==> src/rtl/fifo_packet_combiner.sv <==
// fifo_packet_combiner
// Merges WIDTH first-word-fall-through input FIFOs into a single output FIFO.
// Each output word is tagged with its source channel and start/end-of-packet
// flags. In packet mode a grant stays on one channel until that channel's
// end-of-packet word, so packets from different sources never interleave.
//
// state  | meaning
// -------+------------------------------------------------------------
// IDLE   | arbitrate every cycle across all non-empty channels
// LOCKED | grant held on lock_ch until its r_last word is popped
module fifo_packet_combiner #(
  parameter int    WIDTH        = 4,
  parameter int    WIDTH_W      = $clog2(WIDTH),
  parameter int    DATA_W       = 32,
  parameter string ENCODER_MODE = "ROUND_ROBIN",
  parameter string PKT_MODE     = "TRUE",
  parameter string OUT_REG      = "FALSE"
) (
  input  logic                      clk,
  input  logic                      nrst,
  input  logic [WIDTH-1:0]          r_empty,
  output logic [WIDTH-1:0]          r_req,
  input  logic [WIDTH*DATA_W-1:0]   r_data,
  input  logic [WIDTH-1:0]          r_last,
  input  logic                      w_full,
  output logic                      w_req,
  output logic [DATA_W-1:0]         w_data,
  output logic                      w_last,
  output logic                      w_sop,
  output logic [WIDTH_W-1:0]        w_id,
  output logic                      busy
);

  localparam bit IS_PRIO = (ENCODER_MODE == "PRIORITY");
  localparam bit IS_PKT  = (PKT_MODE == "TRUE");
  localparam bit IS_OREG = (OUT_REG == "TRUE");

  localparam logic [0:0] ST_IDLE   = 1'b0;
  localparam logic [0:0] ST_LOCKED = 1'b1;

  logic [0:0]         state, state_nxt;
  logic [WIDTH_W-1:0] lock_ch, lock_ch_nxt;
  logic [WIDTH_W-1:0] rr_ptr, rr_ptr_nxt;
  logic [WIDTH-1:0]   elig;
  logic [WIDTH_W-1:0] grant;
  logic               found;
  logic               pop;
  logic [DATA_W-1:0]  sel_data;

  logic               c_req;
  logic [DATA_W-1:0]  c_data;
  logic               c_last;
  logic               c_sop;
  logic [WIDTH_W-1:0] c_id;

  // Eligible channels: every non-empty one, or only the locked one mid-packet.
  always_comb begin
    elig = ~r_empty;
    if (state == ST_LOCKED) begin
      elig = '0;
      elig[lock_ch] = ~r_empty[lock_ch];
    end
  end

  // Pick one eligible channel; descending scan so the first hit in search order wins.
  always_comb begin
    grant = '0;
    found = 1'b0;
    if (IS_PRIO) begin
      for (int i = WIDTH - 1; i >= 0; i--) begin
        if (elig[i]) begin
          grant = WIDTH_W'(i);
          found = 1'b1;
        end
      end
    end else begin
      // Search starts just above rr_ptr and wraps modulo WIDTH, so the index
      // stays below WIDTH even when WIDTH is not a power of two.
      for (int i = WIDTH; i >= 1; i--) begin
        if (elig[(int'(rr_ptr) + i) % WIDTH]) begin
          grant = WIDTH_W'((int'(rr_ptr) + i) % WIDTH);
          found = 1'b1;
        end
      end
    end
  end

  assign pop = nrst & found & ~w_full;

  // Read strobe and data mux for the granted channel.
  always_comb begin
    r_req    = '0;
    sel_data = r_data[grant*DATA_W +: DATA_W];
    if (pop) r_req[grant] = 1'b1;
  end

  // Unregistered view of the output word; zero whenever nothing is popped.
  always_comb begin
    c_req  = pop;
    c_data = pop ? sel_data : '0;
    c_last = pop & r_last[grant];
    c_sop  = pop & (state == ST_IDLE);
    c_id   = pop ? grant : '0;
  end

  // Next-state: IDLE pops update the round-robin pointer and may take a lock.
  always_comb begin
    state_nxt   = state;
    lock_ch_nxt = lock_ch;
    rr_ptr_nxt  = rr_ptr;
    if (pop) begin
      if (state == ST_IDLE) begin
        rr_ptr_nxt = grant;
        if (IS_PKT && !r_last[grant]) begin
          state_nxt   = ST_LOCKED;
          lock_ch_nxt = grant;
        end
      end else if (r_last[grant]) begin
        state_nxt = ST_IDLE;
      end
    end
  end

  // busy reflects the lock as it stands after this cycle's pop, so it is
  // high on every word of a packet except the last one.
  assign busy = nrst & (state_nxt == ST_LOCKED);

  // Arbiter state registers.
  always_ff @(posedge clk) begin
    if (!nrst) begin
      state   <= ST_IDLE;
      lock_ch <= '0;
      rr_ptr  <= WIDTH_W'(WIDTH - 1);
    end else begin
      state   <= state_nxt;
      lock_ch <= lock_ch_nxt;
      rr_ptr  <= rr_ptr_nxt;
    end
  end

  generate
    if (IS_OREG) begin : g_oreg
      // Registered output word, one cycle after the matching r_req.
      always_ff @(posedge clk) begin
        if (!nrst) begin
          w_req  <= 1'b0;
          w_data <= '0;
          w_last <= 1'b0;
          w_sop  <= 1'b0;
          w_id   <= '0;
        end else begin
          w_req  <= c_req;
          w_data <= c_data;
          w_last <= c_last;
          w_sop  <= c_sop;
          w_id   <= c_id;
        end
      end
    end else begin : g_comb
      assign w_req  = c_req;
      assign w_data = c_data;
      assign w_last = c_last;
      assign w_sop  = c_sop;
      assign w_id   = c_id;
    end
  endgenerate

endmodule

==> config.mk <==
export PLATFORM = sky130hd
export DESIGN_NAME = fifo_packet_combiner
export DESIGN_NICKNAME = d
export VERILOG_FILES = /design/src/rtl/fifo_packet_combiner.sv
export SDC_FILE = /design/constraint.sdc
export NUM_CORES = 1
export LEC_CHECK = 0
export CORE_UTILIZATION = 27
export DETAILED_ROUTE_END_ITERATION = 12
export MAX_ROUTING_LAYER = met4
export PLACE_DENSITY = 0.8
export SETUP_SLACK_MARGIN = 0.2
export SYNTH_ARGS = -nofsm -noshare
export SYNTH_HDL_FRONTEND = slang
export SYNTH_SLANG_ARGS = --single-unit
==> constraint.sdc <==
create_clock -name clk -period 2.4 [get_ports clk]
set_input_delay 0.36 -clock clk [delete_from_list [all_inputs] [get_ports clk]]
set_output_delay 0.36 -clock clk [all_outputs]
set_load 0.1 [all_outputs]
==> metrics, run 1 <==
Last stage global routing (5_1_grt); H-tree levels 1; Synth Area in Compound Gates 23.1%; Synth Area in Adders 0%; syn_area_per_cell 7.58 um^2; register area share after synthesis 5.82%; Port Buffer Count 180; Synth Area in Simple Gates 20.6%; outcome stopped before the end; Synth cell types 39; cells after synthesis 227; mux contribution to synthesized area 41.3%; Ports between 150 and 200; DP HPWL 6690 um; yosys warns 0; largest family of logic cells by synthesized area multiplexers; grt total ovfl 241; post-synthesis xor/xnor area fraction 0%; WEP type primary output; Post-Syn Nets 366; die width 81.8 um; CTS buffer count 3; synthesized cell area 1720 um^2; initial antenna violation count 3; Total GRT Usage about nine tenths; num rows 28; pin count of the biggest net entering global routing 25; clk root buf clkbuf_8; register bit total from synthesis 5; die height between 80 and 90 um; routability cong. 0.889; largest buffer count on any clock path 2; starting density of the core 28.6%; First Err [ERROR GRT-0232] Routing congestion too high. Check the congestion heatmap in the GUI.; GR repair worst EP w_data[25]; Sink Count 5
-- repair_timing --
action / CTS
resized for setup: 49
buffers inserted: 9
hold buffers: 0
endpoints found under the setup margin: 45
cloned: 6
pin swaps: 11
-- stage by stage --
step | cells | cell area [um^2] | utilization [%] | hold slack (ns) | worst slack [ns]
global placement | 497 | 4760 | 79.0 | 0.631 | -0.654
floorplan | 227 | 2340 | - | 0.432 | -0.692
detailed placement | 497 | 4760 | 79.0 | 0.647 | -0.702
CTS | 516 | 5220 | 86.5 | 0.608 | -0.453
-- kinds of logic after synthesis --
group                  after synthesis
AO/OA/AOI/OAI                       55
buffers and inverters               28
flip-flops                           5
multiplexers                        67
AND/OR/NAND/NOR                     72
-- per-layer routing --
layer,overflow,track usage (%)
met5,-,-
met4,66,104
met3,7,65.8
met2,167,108
met1,1,80.9
-- synth_stat cells --
| cell | n | area share, % |
|---|---|---|
| nor2_1 | 38 | 8.3 |
| mux2i_1 | 35 | 20 |
| a211oi_1 | 32 | 14 |
| mux2_2 | 32 | 21 |
| clkbuf_1 | 8 | 1.7 |
| a21oi_1 | 7 | 2.0 |
| buf_2 | 6 | 1.7 |
| nand2_1 | 6 | 1.3 |
| nor3_1 | 6 | 1.7 |
| dfxtp_1 | 5 | 5.8 |
| inv_1 | 5 | 1.1 |
| buf_4 | 4 | 1.7 |
| buf_6 | 4 | 2.6 |
| nand2b_1 | 3 | 1.1 |
| nor2b_1 | 3 | 1.1 |
| o21ai_0 | 3 | 0.87 |
| a21o_1 | 2 | 0.87 |
| and2_1 | 2 | 0.73 |
| nand3_1 | 2 | 0.58 |
| nor3b_1 | 2 | 0.87 |
| nor4_1 | 2 | 0.73 |
| o211ai_1 | 2 | 0.87 |
| or4_1 | 2 | 0.87 |
| a2111oi_0 | 1 | 0.51 |
| a2111oi_1 | 1 | 0.58 |
| a21boi_1 | 1 | 0.44 |
| a22oi_1 | 1 | 0.44 |
| a311o_1 | 1 | 0.58 |
| a32o_1 | 1 | 0.58 |
| and4_4 | 1 | 0.65 |
| buf_1 | 1 | 0.22 |
| nand2_2 | 1 | 0.36 |
| nand4b_1 | 1 | 0.51 |
| nor4bb_1 | 1 | 0.58 |
| o21ai_1 | 1 | 0.29 |
| o311a_1 | 1 | 0.58 |
| o41ai_1 | 1 | 0.51 |
| or3b_1 | 1 | 0.51 |
| or4_4 | 1 | 0.65 |
==> run 2, diff against run 1 <==
==> config.mk (replaced) <==
export PLATFORM = sky130hd
export DESIGN_NAME = fifo_packet_combiner
export DESIGN_NICKNAME = d
export VERILOG_FILES = /design/src/rtl/fifo_packet_combiner.sv
export SDC_FILE = /design/constraint.sdc
export NUM_CORES = 1
export LEC_CHECK = 0
export CORE_UTILIZATION = 29
export DETAILED_ROUTE_END_ITERATION = 12
export PLACE_DENSITY_LB_ADDON = 0.15
export SYNTH_ARGS = -nofsm -noshare
export SYNTH_HDL_FRONTEND = slang
export SYNTH_SLANG_ARGS = --single-unit
==> constraint.sdc (replaced) <==
create_clock -name clk -period 3.1 [get_ports clk]
set_input_delay 0.465 -clock clk [delete_from_list [all_inputs] [get_ports clk]]
set_output_delay 0.465 -clock clk [all_outputs]
set_load 0.1 [all_outputs]
==> metrics, run 2 <==
critical path's largest stage delay 0.63 ns; most common cell after layout, fill and taps aside clkdlybuf4s50_1; min Tclk post-route 3.06 ns; clock skew 0.00273 ns; R2R Setup Slk 0.53 ns; met1 usage 29.4%; Hold Path Depth 2; clk root buf clkbuf_8 (unchanged); Largest delay share family, worst path buffers and inverters; vias between 2000 and 3000; worst skew pair latency approximately 0.22 ns; r2r worst-path depth 9; Port Buffer Count 180 (unchanged); Worst R2R Start state; first-pass iteration count of the detailed router 4; Avg WL per Cell 19.8 um; crit path from r_empty[0]; Hold Fails Final Rpt 0; area leader, netlist mux2_2 (unchanged); Max Fanout on Critical Path 6; area share of the largest cell type after synthesis 20.9% (unchanged); Total GRT Usage just under 30%; synthesized cell area 1720 um^2 (unchanged); Crit. path cell count 8; initial antenna violation count 0; Routed WL ~10000 um; CTS tree built; vias in the first global route between 3000 and 4000; Tot Pwr 1.88 mW; largest buffer count on any clock path 2 (unchanged); pin count of the biggest net entering global routing 26; busiest grt layer met2; Slew @ Worst Pin 0.475 ns; pwr dens 374 nW/um^2; leak pwr between 1.5 and 2 nW; top post-synthesis cells by area mux2_2 (21%), mux2i_1 (20%), a211oi_1 (14%) (unchanged); yosys warns 0 (unchanged); synth cell count leaders nor2_1 (38), mux2i_1 (35), a211oi_1 (32), mux2_2 (32), clkbuf_1 (8) (unchanged); fin nets 577; CP Cell Sequence dlygate4sd2_1, o21ai_1, and4_4, or4_4, buf_12, buf_4, a211oi_4, buf_12; Layout area overhead 192%; CP Buf/Inv Count 4; CP max stage cell or4_4; Core ar. approximately 5600 um^2; routability cong. 0.836 (was 0.889); grt total ovfl 0; Worst Setup EP w_data[18]; initial DRC count just over 90; final period utilization 98.8%; Sink Count 5 (unchanged); outcome completed (was stopped before the end); Worst EP required 2.63 ns; biggest regs lock_ch x2, rr_ptr x2, state x1; worst min path class reg -> reg; num rows 27 (was 28); GR Util met3 approximately 5.7%; die width 79.0 um (was 81.8 um); most frequent CP cell buf_12; register bit total from synthesis 5 (unchanged); starting density of the core 30.7% (was 28.6%); most frequent cells in the layout clkdlybuf4s50_1 (134), buf_12 (49), buf_4 (39); cts hold-fix bufs 0 (unchanged); syn_area_per_cell 7.58 um^2 (unchanged); Post-Syn Nets 366 (unchanged); Slew headroom 68.2%; hold slack 0.554 ns; reg2reg end lock_ch[0]; Clock Pin Slew Worst Setup and Hold Paths 0.04 ns; Max Transition Viols Final 0; ys flop type dfxtp_1 (unchanged); Max Cap Viol 0; cells after synthesis 227 (unchanged); die area 6240 um^2; # setup viols final 0; Peak supply drop 0.271 mV; kind of critical path in -> out; setup TNS 0 ns; EDFF count, synth 0 (unchanged); Synth cell types 39 (unchanged); register area share after synthesis 5.82% (unchanged); data arrival time of the worst path between 2 and 3 ns; post-route ant nets 0; number of vias per cell 5.42; first-pass GRT wire length approximately 14000 um; Worst setup EP type primary output; Hold Crit Start rr_ptr[1]; CTS buffer count 3 (unchanged); most frequent cell after synthesis nor2_1 (unchanged); Antenna Cells 0; asr flop ratio synth 0% (unchanged); share of layout cells above drive strength 1 between 40% and 50%; post-layout util 89.5%; met2 usage about three fifths; DRC 0; # fillers 252; f_max 0.326 GHz; Startpoint Class primary input; Ports 181 (unchanged); die height 79.0 um (was 81.8 um); DP HPWL 7590 um (was 6690 um); H-tree levels 1 (unchanged)
==> run 2: worst min-delay path by stage <==
stage                endpoint  slack, ns
floorplan           rr_ptr[0]       0.49
global placement    rr_ptr[0]       0.53
detailed placement  rr_ptr[0]       0.54
CTS                 rr_ptr[1]       0.54
global route        rr_ptr[1]       0.61
finish              rr_ptr[1]       0.55
==> run 2: cell type report <==
class	instances	area, um^2	share of cell area [%]
clock buffers	4	45.0	0.898
inverters	5	20.0	0.399
multi-input cells	194	2020	40.3
flip-flops and latches	5	115	2.29
well taps	72	90.1	1.80
repair buffers	229	2730	54.3
==> run 2: repair_timing <==
action                     4_1_cts  5_1_grt
setup endpoints to repair       39       35
resized for setup               20       18
pin swaps                        2        6
gates cloned                     1        2
buffers inserted                 0        4
==> run 2: logic make-up (layout without fill, tap and decap cells) <==
kind of cell / after synthesis / count (layout) / synth area share, %
compound gates: 55 / 55 / 23.1
buf+inv: 28 / 238 / 9.16
flops: 5 / 5 / 5.82
mux: 67 / 67 / 41.3
simple gates: 72 / 72 / 20.6
==> run 2: routing by layer <==
metal | vias to the layer above | wire (um)
li1 | 1243 | -
met1 | 1321 | 3360
met2 | 161 | 5630
met3 | 36 | 687
met4 | 0 | 387
met5 | - | 0
==> run 2: power by group <==
group	switching (mW)	leakage [nW]	internal, mW	total, mW
Combinational	0.903	1.79	0.761	1.66
Sequential	0.0161	0.0433	0.0721	0.0882
Clock	0.0349	0.0228	0.0885	0.123
Total	0.955	1.86	0.922	1.88
==> run 2: per-stage QoR <==
stage	instance area, um^2	std cells	setup WS, ns
2_1_floorplan	2310	227	-0.203
3_3_place_gp	4770	499	-0.163
3_5_place_dp	4770	499	-0.275
4_1_cts	4890	504	0.00579
5_1_grt	5020	509	-0.0170
6_report	5020	509	0.0371
==> run 2: worst reg2reg max path: cells and delay by family, from the launching register on <==
| family | cells | cell delay, ns |
|---|---|---|
| flip-flops | 1 | 0.36 |
| AND/OR/NAND/NOR | 4 | 1.41 |
| AO/OA/AOI/OAI | 2 | 0.16 |
| buffers and inverters | 3 | 0.52 |
No activity file was read; power rests on OpenSTA's default activity.
==> run 3, diff against run 2 <==
--- a/config.mk
+++ b/config.mk
@@ -5,9 +5,9 @@
 export SDC_FILE = /design/constraint.sdc
 export NUM_CORES = 1
 export LEC_CHECK = 0
-export CORE_UTILIZATION = 29
+export CORE_UTILIZATION = 27
 export DETAILED_ROUTE_END_ITERATION = 12
-export PLACE_DENSITY_LB_ADDON = 0.15
+export PLACE_DENSITY = 0.8
 export SYNTH_ARGS = -nofsm -noshare
 export SYNTH_HDL_FRONTEND = slang
 export SYNTH_SLANG_ARGS = --single-unit
==> constraint.sdc (replaced) <==
create_clock -name clk -period 2.48 [get_ports clk]
set_input_delay 0.372 -clock clk [delete_from_list [all_inputs] [get_ports clk]]
set_output_delay 0.372 -clock clk [all_outputs]
set_load 0.1 [all_outputs]
==> metrics, run 3 <==
outcome stopped before the end (was completed); Last stage global routing (5_1_grt); First Err [ERROR DPL-0038] Utilization greater than 100%, impossible to legalize; clk root buf clkbuf_8 (unchanged); area share of the largest cell type after synthesis 20.9% (unchanged); asr flop ratio synth 0% (unchanged); register bit total from synthesis 5 (unchanged); syn_area_per_cell 7.58 um^2 (unchanged); most frequent cell after synthesis nor2_1 (unchanged); die height 81.8 um (was 79.0 um); EDFF count, synth 0 (unchanged); largest buffer count on any clock path 2 (unchanged); pin count of the biggest net entering global routing 19; num rows 28 (was 27); Port Buffer Count 180 (unchanged); Post-Syn Nets 366 (unchanged); starting density of the core 28.6% (was 30.7%); die width 81.8 um (was 79.0 um); synth cell count leaders nor2_1 (38), mux2i_1 (35), a211oi_1 (32), mux2_2 (32), clkbuf_1 (8) (unchanged); Ports 181 (unchanged); post-placement worst setup slack -0.673 ns (was -0.275 ns); Synth cell types 39 (unchanged); area leader, netlist mux2_2 (unchanged); WEP type primary output; DP HPWL 6710 um (was 7590 um); Sink Count 5 (unchanged); H-tree levels 1 (unchanged); GR repair worst EP w_data[14]; CTS buffer count 3 (unchanged); top post-synthesis cells by area mux2_2 (21%), mux2i_1 (20%), a211oi_1 (14%) (unchanged); routability cong. 0.866 (was 0.836); cells after synthesis 227 (unchanged); ys flop type dfxtp_1 (unchanged); cts hold-fix bufs 0 (unchanged); register area share after synthesis 5.82% (unchanged); yosys warns 0 (unchanged); synthesized cell area 1720 um^2 (unchanged)
-- run 3: cell counts after synthesis --
No cell type changed its count.
-- run 3: kinds of logic after synthesis --
group / count (synthesis) / synth area share [%]
AO/OA/AOI/OAI: 55 / 23.1
multiplexers: 67 / 41.3
AND/OR/NAND/NOR: 72 / 20.6
flip-flops: 5 / 5.82
buffers and inverters: 28 / 9.16
-- run 3: timing repair --
item / 4_1_cts
setup buffers: 17
resized for setup: 131
setup endpoints to repair: 43
pin swaps: 39
cloned: 9
endpoints found under the hold margin: 0
-- run 3: through the flow --
stage | area (um^2) | instances | util, % | TNS [ns] | hold WS, ns
floorplan | 2340 | 227 | - | -20.16 | 0.444
detailed placement | 4760 | 498 | 78.9 | -24.32 | 0.635
global placement | 4760 | 498 | 78.9 | -22.32 | 0.643
CTS | 5640 | 527 | 93.5 | -13.76 | 0.677
